--- src/rtl/norm_pkg.sv ---
// Shared widths, constants and helpers for the FP add/sub post-adder normaliser.
package norm_pkg;

  localparam int MAN_W_DEF = 24;
  localparam int EXP_W_DEF = 8;
  localparam int EXP_MAX   = (1 << EXP_W_DEF) - 1;

  typedef struct packed {
    logic zero;
    logic uf;
    logic of;
  } norm_flags_t;

  function automatic int clog2(input int value);
    int r;
    r = 0;
    while ((1 << r) < value) r++;
    return r;
  endfunction

endpackage

--- src/rtl/norm_lzc.sv ---
// Priority leading-zero counter; an all-zero input reports MAN_W.
module norm_lzc
  import norm_pkg::*;
#(
  parameter int MAN_W = MAN_W_DEF,
  parameter int LZC_W = clog2(MAN_W + 1)
) (
  input  logic [MAN_W-1:0] mant,
  output logic [LZC_W-1:0] lzc
);

  // Scan upward so the highest set bit is the last (winning) assignment.
  always_comb begin
    lzc = LZC_W'(MAN_W);
    for (int i = 0; i < MAN_W; i++) begin
      if (mant[i]) lzc = LZC_W'(MAN_W - 1 - i);
    end
  end

endmodule

--- src/rtl/norm_pipe.sv ---
// Two-stage normaliser: stage A captures the sum and its leading-zero count,
// stage B shifts and adjusts the exponent (carry, underflow, overflow).
module norm_pipe
  import norm_pkg::*;
#(
  parameter int MAN_W = MAN_W_DEF,
  parameter int EXP_W = EXP_W_DEF
) (
  input  logic             clk,
  input  logic             rst,
  input  logic             in_valid,
  output logic             in_ready,
  input  logic [MAN_W:0]   in_mant,
  input  logic [EXP_W-1:0] in_exp,
  output logic             out_valid,
  input  logic             out_ready,
  output logic [MAN_W-1:0] out_mant,
  output logic [EXP_W-1:0] out_exp,
  output logic             out_zero,
  output logic             out_uf,
  output logic             out_of
);

  localparam int LZC_W = clog2(MAN_W + 1);
  localparam int XW    = ((EXP_W > LZC_W) ? EXP_W : LZC_W) + 1;
  localparam logic [EXP_W:0] EXP_ONES = {1'b0, {EXP_W{1'b1}}};

  logic             va_reg;
  logic [MAN_W:0]   a_mant_reg;
  logic [EXP_W-1:0] a_exp_reg;
  logic             a_carry_reg;
  logic             a_zero_reg;
  logic [LZC_W-1:0] a_lzc_reg;
  logic [LZC_W-1:0] lzc_next;

  logic adv_a, adv_b, accept;

  assign adv_b    = !out_valid || out_ready;
  assign adv_a    = !va_reg || adv_b;
  assign in_ready = adv_a;
  assign accept   = in_valid && in_ready;

  norm_lzc #(.MAN_W(MAN_W), .LZC_W(LZC_W)) u_lzc (
    .mant (in_mant[MAN_W-1:0]),
    .lzc  (lzc_next)
  );

  always_ff @(posedge clk or posedge rst) begin
    if (rst) begin
      va_reg      <= 1'b0;
      a_mant_reg  <= '0;
      a_exp_reg   <= '0;
      a_carry_reg <= 1'b0;
      a_zero_reg  <= 1'b0;
      a_lzc_reg   <= '0;
    end else if (adv_a) begin
      va_reg <= in_valid;
      if (accept) begin
        a_mant_reg  <= in_mant;
        a_exp_reg   <= in_exp;
        a_carry_reg <= in_mant[MAN_W];
        a_zero_reg  <= (in_mant == '0);
        a_lzc_reg   <= lzc_next;
      end
    end
  end

  // Exponent math is widened so neither increment nor subtract can wrap.
  logic [EXP_W:0]   exp_inc;
  logic [XW-1:0]    exp_x, lzc_x;
  logic [LZC_W-1:0] uf_shift;

  assign exp_inc  = {1'b0, a_exp_reg} + (EXP_W + 1)'(1);
  assign exp_x    = XW'(a_exp_reg);
  assign lzc_x    = XW'(a_lzc_reg);
  assign uf_shift = (a_exp_reg == '0) ? '0 : LZC_W'(exp_x - XW'(1));

  logic [MAN_W-1:0] b_mant_next;
  logic [EXP_W-1:0] b_exp_next;
  norm_flags_t      b_flags_next;

  always_comb begin
    b_mant_next  = '0;
    b_exp_next   = '0;
    b_flags_next = '0;
    if (a_zero_reg) begin
      b_flags_next.zero = 1'b1;
    end else if (a_carry_reg) begin
      if (exp_inc >= EXP_ONES) begin
        b_exp_next      = '1;
        b_flags_next.of = 1'b1;
      end else begin
        b_mant_next = a_mant_reg[MAN_W:1];
        b_exp_next  = exp_inc[EXP_W-1:0];
      end
    end else if (lzc_x < exp_x) begin
      b_mant_next = a_mant_reg[MAN_W-1:0] << a_lzc_reg;
      b_exp_next  = EXP_W'(exp_x - lzc_x);
    end else begin
      // Shift only as far as exponent 1 allows, then encode as denormal.
      b_mant_next     = a_mant_reg[MAN_W-1:0] << uf_shift;
      b_flags_next.uf = 1'b1;
    end
  end

  always_ff @(posedge clk or posedge rst) begin
    if (rst) begin
      out_valid <= 1'b0;
      out_mant  <= '0;
      out_exp   <= '0;
      out_zero  <= 1'b0;
      out_uf    <= 1'b0;
      out_of    <= 1'b0;
    end else if (adv_b) begin
      out_valid <= va_reg;
      if (va_reg) begin
        out_mant <= b_mant_next;
        out_exp  <= b_exp_next;
        out_zero <= b_flags_next.zero;
        out_uf   <= b_flags_next.uf;
        out_of   <= b_flags_next.of;
      end
    end
  end

endmodule

--- config.mk ---
export PLATFORM = sky130hd
export DESIGN_NAME = norm_pipe
export DESIGN_NICKNAME = d
export VERILOG_FILES = /design/src/rtl/norm_pkg.sv /design/src/rtl/norm_lzc.sv /design/src/rtl/norm_pipe.sv
export SDC_FILE = /design/constraint.sdc
export NUM_CORES = 1
export LEC_CHECK = 0
export CORE_ASPECT_RATIO = 1.5
export CORE_MARGIN = 5
export CORE_UTILIZATION = 50
export CTS_CLUSTER_SIZE = 12
export DETAILED_ROUTE_END_ITERATION = 12
export PLACE_DENSITY = 0.76
export SYNTH_ARGS = -nofsm -noshare
export SYNTH_HDL_FRONTEND = slang
export SYNTH_SLANG_ARGS = --single-unit
--- constraint.sdc ---
create_clock -name clk -period 3.5 [get_ports clk]
set_clock_uncertainty 0.05 [all_clocks]
set_input_delay 0.525 -clock clk [delete_from_list [all_inputs] [get_ports clk]]
set_output_delay 0.525 -clock clk [all_outputs]
set_load 0.05 [all_outputs]
==> results of run 1 <==
==> tightest hold or removal path: cells and delay by family, from the launching register on <==
kind	cells	cell delay, ns
AND/OR/NAND/NOR	1	0.05
AO/OA/AOI/OAI	1	0.05
flip-flops	1	0.34
==> power by group through the flow <==
stage | Combinational, W | Clock, W | Sequential, W
2_1_floorplan | 0.000926 | 0 | 0.00166
3_3_place_gp | 0.00203 | 0 | 0.00128
3_5_place_dp | 0.00205 | 0 | 0.00129
4_1_cts | 0.00206 | 0.000979 | 0.00127
5_1_grt | 0.00221 | 0.00102 | 0.00130
6_report | 0.00208 | 0.000967 | 0.00128
==> metal layers <==
layer	up-vias	routed length, um	GRT usage [%]
met4	0	1030	15.4
met2	262	8610	43.5
met1	2642	7210	35.6
li1	2526	-	-
met5	-	0	0
met3	59	1040	3.85
==> layout make-up <==
| cell class | count | area (sq um) | share of cell area (%) |
|---|---|---|---|
| timing repair buffer | 127 | 1180 | 16.8 |
| inverter | 19 | 71.3 | 1.01 |
| clock inverter | 7 | 82.6 | 1.18 |
| tap | 147 | 184 | 2.62 |
| multi-input combinational | 484 | 3390 | 48.2 |
| clock buffer | 9 | 225 | 3.20 |
| sequential | 76 | 1900 | 27.1 |
==> timing repair <==
| item | in CTS | in global routing |
|---|---|---|
| endpoints found under the hold margin | 0 | 0 |
| resized for setup | 0 | 8 |
| setup buffers | 0 | 1 |
| setup endpoints to repair | 0 | 19 |
==> kinds of logic after synthesis <==
logic type                 share of synthesized area [%]
buffers and inverters                               4.84
DFF                                                 34.4
xor gates and xnor gates                            1.74
adders and majority gates                           2.40
AOI/OAI and AO/OA                                   25.2
muxes                                               15.0
and+or+nand+nor                                     16.4
==> metrics by stage <==
step,cells,hold WS [ns],setup TNS [ns],area (sq um)
6_report,869,0.422,0,7030
5_1_grt,869,0.451,-0.00376,7030
4_1_cts,868,0.427,0,6990
3_5_place_dp,852,0.412,0,6690
3_3_place_gp,852,0.412,0,6690
2_1_floorplan,622,0.421,0,5530
==> worst paths after layout <==
path,from,to,slack (ns),cells after the start
max in group asynchronous,rst,out_mant[18],2.12,3
max,a_exp_reg[0],out_mant[22],0.20,12
min,out_exp[2],out_exp[2],0.42,2
min reg2reg,out_exp[2],out_exp[2],0.42,2
min in group asynchronous,rst,a_exp_reg[5],0.59,2
max reg2reg,a_exp_reg[0],out_mant[22],0.20,12
==> cells in the mapped netlist (3+ instances only) <==
cell type                    n  area share (%)
sky130_fd_sc_hd__a211oi_1    3            0.41
sky130_fd_sc_hd__buf_6       3            0.61
sky130_fd_sc_hd__o21ai_2     3            0.48
sky130_fd_sc_hd__nor4_1      6            0.68
sky130_fd_sc_hd__nand4_1     3            0.34
sky130_fd_sc_hd__xor2_1      4            0.63
sky130_fd_sc_hd__mux2i_1    41             7.4
sky130_fd_sc_hd__o41ai_1     4            0.63
sky130_fd_sc_hd__a221oi_1    4            0.63
sky130_fd_sc_hd__xnor2_1     7             1.1
sky130_fd_sc_hd__inv_1      19             1.3
sky130_fd_sc_hd__nor2b_1    15             1.7
sky130_fd_sc_hd__buf_2      10            0.90
sky130_fd_sc_hd__nor2_1     26             1.8
sky130_fd_sc_hd__o21a_1      6            0.81
sky130_fd_sc_hd__clkbuf_1   27             1.8
sky130_fd_sc_hd__ha_1        9             2.0
sky130_fd_sc_hd__and3_1      6            0.68
sky130_fd_sc_hd__dfrtp_1    76              34
sky130_fd_sc_hd__or3_1       3            0.34
sky130_fd_sc_hd__nand2b_1   10             1.1
sky130_fd_sc_hd__nor3b_1     4            0.54
sky130_fd_sc_hd__a32oi_1    11             1.7
sky130_fd_sc_hd__a22oi_1    17             2.3
sky130_fd_sc_hd__mux2_2     30             6.1
sky130_fd_sc_hd__o211ai_1   27             3.7
sky130_fd_sc_hd__and2_1      9             1.0
sky130_fd_sc_hd__o31ai_1     4            0.54
sky130_fd_sc_hd__o2111ai_1  10             1.6
sky130_fd_sc_hd__nand3_1    14             1.3
sky130_fd_sc_hd__a31oi_1    10             1.1
sky130_fd_sc_hd__mux4_2      3             1.2
sky130_fd_sc_hd__nand2_1    73             5.0
sky130_fd_sc_hd__o21ai_0    30             2.7
sky130_fd_sc_hd__nor3_1      9            0.81
sky130_fd_sc_hd__a21oi_1    34             3.1
sky130_fd_sc_hd__buf_1       3            0.20
sky130_fd_sc_hd__o21ai_1    13             1.2
==> impl_metrics.csv, run 1 <==
group,metric,value,unit
clock_network,clock_path_buffers,2,
setup_path,worstSetupStartpointType,"flop",
clock_network,root_buffer,"sky130_fd_sc_hd__clkbuf_16",
timing,hold_viol,0,
routing,wl_cell,20.6,um
timing,worst_relative_slew_slack,48.6,%
final_layout,layout-area-overhead-vs-synth,27.1,%
setup_path,timing.critical_path.buf_inv,2,
power,internal_power,0.00245,W
grt,number_of_antenna_violations_at_the_first_check_in_global_routing,0,
timing,layout_worst_path_cycle_share,94.3,%
routing,firstDrtPassIters,5,
setup_path,critPathSlowestCell,"sky130_fd_sc_hd__mux4_2",
power,cellLeakagePower,2.94,nW
routing,drt_iter0_markers,543,
final_layout,fraction_of_final_layout_cells_sized_beyond_drive_strength_1,17.0,%
floorplan,die-area,0.0133,sq mm
placement,gp_routability_congestion,0.990,
setup_path,endpoint_kind,"flop",
logic_synthesis,async_flop_share,100,%
floorplan,std_cell_rows,47,
setup_path,path_class,"reg -> reg",
routing,detail_route.wirelength,17900,um
placement,portBuffers,73,
timing,timing.final.crit_period,3.30,ns
floorplan,start_util,50.6,%
timing,tightestPinTransition,0.771,ns
setup_path,cp.required,3.67,ns
grt,first_global_vias,5219,
setup_path,critical_path.cell_chain,"inv_1 > ha_1 > inv_1 > fa_1 > a211oi_2 > o21a_1 > o21ai_2 > o21ai_1 > mux2_1 > mux4_2 > a22oi_1 > a31oi_1",
power,worst_ir_drop_vdd,0.423,mV
grt,groute.usage.overall,27.6,%
routing,avgViaCountPerCell,6.32,
logic_synthesis,dominantRegCellSynth,"sky130_fd_sc_hd__dfrtp_1",
power,report.power.total,0.00433,W
logic_synthesis,synth_edf_count,0,
run_status,outcome,"complete, no violations",
timing,timing.final.ws_setup,0.198,ns
clock_network,cts.htree.levels,3,
power,power_frac_clock,22.3,%
clock_network,clk_latency,0.34,ns
placement,detailedPlacementHpwl,13900,um
logic_synthesis,synth-seq-area-share,34.4,%
clock_network,clk_pin_slew_worst_paths,0.07,ns
grt,grt_max_degree,43,
logic_synthesis,synth_area,0.00553,sq mm
power,power.share.combinational,48.1,%
routing,antenna_violating_nets_post_route,0,
grt,grt_overflow,0,
logic_synthesis,synth_seq_cells,76,
timing,fmaxAchievable,303,MHz
setup_path,critical-path-top-cell-by-count,"sky130_fd_sc_hd__inv_1",
power,pwr_density_cell,616,mW/mm^2
final_layout,antenna_cells,0,
clock_network,clock-sinks,76,
logic_synthesis,yosys.cell_types.count,67,
final_layout,mostFrequentLayoutCell,"sky130_fd_sc_hd__dfrtp_1",
floorplan,num_io_pins,74,
floorplan,core_region_area,0.0109,sq mm
timing,final_max_slew_viol_count,0,
logic_synthesis,ys_warn_count,0,
final_layout,finalNetCount,764,
placement,place_worst_setup_slack,0.0149,ns
flow_run,drv.max_cap_violation_count,0,
clock_network,cts_hold_buf,0,
power,netSwitchingFraction,43.5,%
setup_path,timing.critical_path.slowest_cell_delay,0.49,ns
logic_synthesis,number_of_instances_in_the_synthesized_netlist,622,
clock_network,cts_tree,"yes",
setup_path,arrival,3.47,ns
floorplan,fp.dieW,95.9,um
hold_path,min_path_type,"reg -> reg",
timing,number_of_setup_violations_in_the_final_report,0,
logic_synthesis,synth_area_per_cell,8.89,sq um
clock_network,numCtsBuffers,9,
floorplan,die_h,139,um
final_layout,layout_common_cells,"sky130_fd_sc_hd__dfrtp_1 (76), sky130_fd_sc_hd__clkdlybuf4s50_1 (73), sky130_fd_sc_hd__nand2_1 (72), sky130_fd_sc_hd__buf_4 (50), sky130_fd_sc_hd__mux2i_1 (39)",
setup_path,critPathTopFamily,"compound AO/OA/AOI/OAI gates",
grt,grt_first_pass_wirelength,28400,um
routing,detail_route.drc_violations,0,
setup_path,worstPathMaxFanout,6,
final_layout,postLayoutCoreUtil,64.3,%
power,total_switching_power,0.00188,W
final_layout,final.fill_count,957,
logic_synthesis,postSynthNetCount,669,
routing,via_count,5489,
power,power.sequential.fraction,29.6,%
final_layout,largest_register_ff_count,25,
No activity file was read; power rests on OpenSTA's default activity.
==> run 2: changes to the inputs <==
--- a/config.mk
+++ b/config.mk
@@ -14,3 +14,4 @@
 export SYNTH_ARGS = -nofsm -noshare
 export SYNTH_HDL_FRONTEND = slang
 export SYNTH_SLANG_ARGS = --single-unit
+export TNS_END_PERCENT = 10
==> results of run 2 <==
The final DEF is identical to that of run 1; final timing and power are the same.
==> run 3: changes to the inputs <==
--- a/config.mk
+++ b/config.mk
@@ -5,12 +5,10 @@
 export SDC_FILE = /design/constraint.sdc
 export NUM_CORES = 1
 export LEC_CHECK = 0
-export CORE_ASPECT_RATIO = 1.5
 export CORE_MARGIN = 5
-export CORE_UTILIZATION = 50
+export CORE_UTILIZATION = 35
 export CTS_CLUSTER_SIZE = 12
 export DETAILED_ROUTE_END_ITERATION = 12
-export PLACE_DENSITY = 0.76
 export SYNTH_ARGS = -nofsm -noshare
 export SYNTH_HDL_FRONTEND = slang
 export SYNTH_SLANG_ARGS = --single-unit
==> impl_metrics.csv, run 3 (same netlist as run 1, synthesis figures left out) <==
group,metric,value,unit
clock_network,clock_path_buffers,2,
setup_path,critPathSlowestCell,"sky130_fd_sc_hd__o21ai_2",
floorplan,std_cell_rows,46,
clock_network,cts_tree,"yes",
power,cellLeakagePower,2.90,nW
final_layout,mostFrequentLayoutCell,"sky130_fd_sc_hd__dfrtp_1",
setup_path,critPathTopFamily,"compound AO/OA/AOI/OAI gates",
timing,hold-worst-slack,0.428,ns
setup_path,setup.reg_to_reg.worst_slack,0.12,ns
placement,portBuffers,73,
clock_network,numCtsBuffers,9,
setup_path,arrival,3.55,ns
placement,detailedPlacementHpwl,14800,um
grt,grt_max_degree,46,
timing,layout_worst_path_cycle_share,96.5,%
clock_network,cts_hold_buf,0,
floorplan,fp.dieW,136,um
final_layout,layout-area-overhead-vs-synth,27.6,%
setup_path,worstPathMaxFanout,13,
routing,detail_route.drc_violations,0,
clock_network,root_buffer,"sky130_fd_sc_hd__clkbuf_16",
setup_path,reg2reg_depth,10,
setup_path,critical_path.endpoint,"out_mant[22]",
flow_run,drv.max_cap_violation_count,0,
final_layout,design_area,0.00706,sq mm
routing,firstDrtPassIters,6,
power,worst_ir_drop_vdd,0.259,mV
floorplan,die_h,136,um
placement,dpl-instance-area,0.00671,sq mm
timing,hold_viol,0,
setup_path,endpoint_kind,"flop",
timing,grt_setup_unrepaired,"yes",
setup_path,cp.required,3.67,ns
power,pwr_density_cell,615,mW/mm^2
timing,number_of_setup_violations_in_the_final_report,0,
placement,gp_routability_congestion,0.963,
routing,wl_cell,20.5,um
routing,avgViaCountPerCell,5.90,
floorplan,start_util,35.2,%
setup_path,worstSetupStartpointType,"flop",
floorplan,num_io_pins,74,
timing,timing.final.ws_setup,0.124,ns
grt,grt_overflow,0,
setup_path,crit_path_start,"a_exp_reg[1]",
grt,number_of_antenna_violations_at_the_first_check_in_global_routing,0,
final_layout,fraction_of_final_layout_cells_sized_beyond_drive_strength_1,16.4,%
final_layout,postLayoutCoreUtil,44.9,%
grt,first_global_vias,5408,
run_status,outcome,"complete, no violations",
timing,timing.final.crit_period,3.38,ns
setup_path,worstReg2RegStart,"a_exp_reg[1]",
grt,groute.usage.overall,21.3,%
placement,place_worst_setup_slack,0.00278,ns
hold_path,min_path_type,"reg -> reg",
final_layout,antenna_cells,0,
routing,via_count,5490,
setup_path,timing.critical_path.buf_inv,2,
clock_network,clk_pin_slew_worst_paths,0.06,ns
routing,drt_iter0_markers,496,
grt,grt_first_pass_wirelength,30400,um
routing,detail_route.wirelength,19000,um
timing,final_max_slew_viol_count,0,
setup_path,worst-path-stages,10,
final_layout,finalNetCount,756,
clock_network,clk_latency,0.35,ns
floorplan,core_region_area,0.0157,sq mm
setup_path,path_class,"reg -> reg",
final_layout,final_cell_count_no_fill,930,
final_layout,largest_register_ff_count,25,
setup_path,critical_path.reg2reg.endpoint,"out_mant[22]",
floorplan,die-area,0.0184,sq mm
placement,numPlacedInstances,914,
setup_path,critical_path.cell_chain,"buf_4 > inv_1 > ha_1 > or3b_1 > o21ai_2 > o21ai_1 > mux2_1 > mux4_2 > a22oi_1 > a31oi_1",
timing,tightestPinTransition,0.761,ns
timing,worst_relative_slew_slack,49.2,%
timing,fmaxAchievable,296,MHz
setup_path,timing.critical_path.slowest_cell_delay,0.54,ns
final_layout,layout_common_cells,"sky130_fd_sc_hd__dfrtp_1 (76), sky130_fd_sc_hd__clkdlybuf4s50_1 (73), sky130_fd_sc_hd__nand2_1 (72), sky130_fd_sc_hd__buf_4 (44), sky130_fd_sc_hd__mux2i_1 (39)",
clock_network,cts.htree.levels,3,
clock_network,clock-sinks,76,
routing,antenna_violating_nets_post_route,0,
[run 3: cell type report]
| cell class | count | area [sq um] |
|---|---|---|
| fill | 1507 | 8660 |
| multi-input combinational | 484 | 3400 |
| sequential | 76 | 1900 |
| timing repair buffer | 119 | 1100 |
| tap | 216 | 270 |
| clock buffer | 11 | 253 |
| inverter | 19 | 71.3 |
| clock inverter | 5 | 57.6 |
[run 3: per-stage QoR]
stage | total power [W] | TNS (ns)
after floorplan | 0.00258 | 0
after global placement | 0.00333 | -0.00289
after detailed placement | 0.00333 | 0
after CTS | 0.00432 | 0
after global routing | 0.00456 | -0.0374
final | 0.00434 | 0
[run 3: worst min-delay path, stage by stage, from the launching register on]
cell and delay [ns]:
sky130_fd_sc_hd__dfrtp_1 0.34, sky130_fd_sc_hd__nand2_1 0.04, sky130_fd_sc_hd__o21ai_0 0.06
[run 3: repair_timing]
item | in CTS | in global routing
buffers inserted | 0 | 0
cloned | 0 | 0
setup endpoints to repair | 2 | 22
gates resized for setup | 2 | 7
[run 3: metal layers]
layer / part of all wire, % / vias to the layer above / track usage, %
met5: 0 / - / 0
met4: 3.4 / 0 / 9.52
met3: 6.2 / 49 / 3.01
met2: 44 / 257 / 32.4
met1: 46 / 2656 / 30.0
li1: - / 2528 / -
[run 3: power breakdown]
part	total, W	switching, W	internal, W
clock	0.000982	0.000389	0.000592
combinational	0.00208	0.00129	0.000787
sequential	0.00128	0.000216	0.00106
[run 3: how the worst min path moves through the flow]
stage | start | to | slack [ns] | cells past startpoint
CTS | out_exp[5] | out_exp[5] | 0.43 | 2
global placement | out_exp[5] | out_exp[5] | 0.42 | 2
floorplan | a_lzc_reg[3] | a_lzc_reg[3] | 0.42 | 2
global route | out_exp[3] | out_exp[3] | 0.47 | 2
detailed placement | out_exp[5] | out_exp[5] | 0.42 | 2
finish | out_exp[0] | out_exp[0] | 0.43 | 2
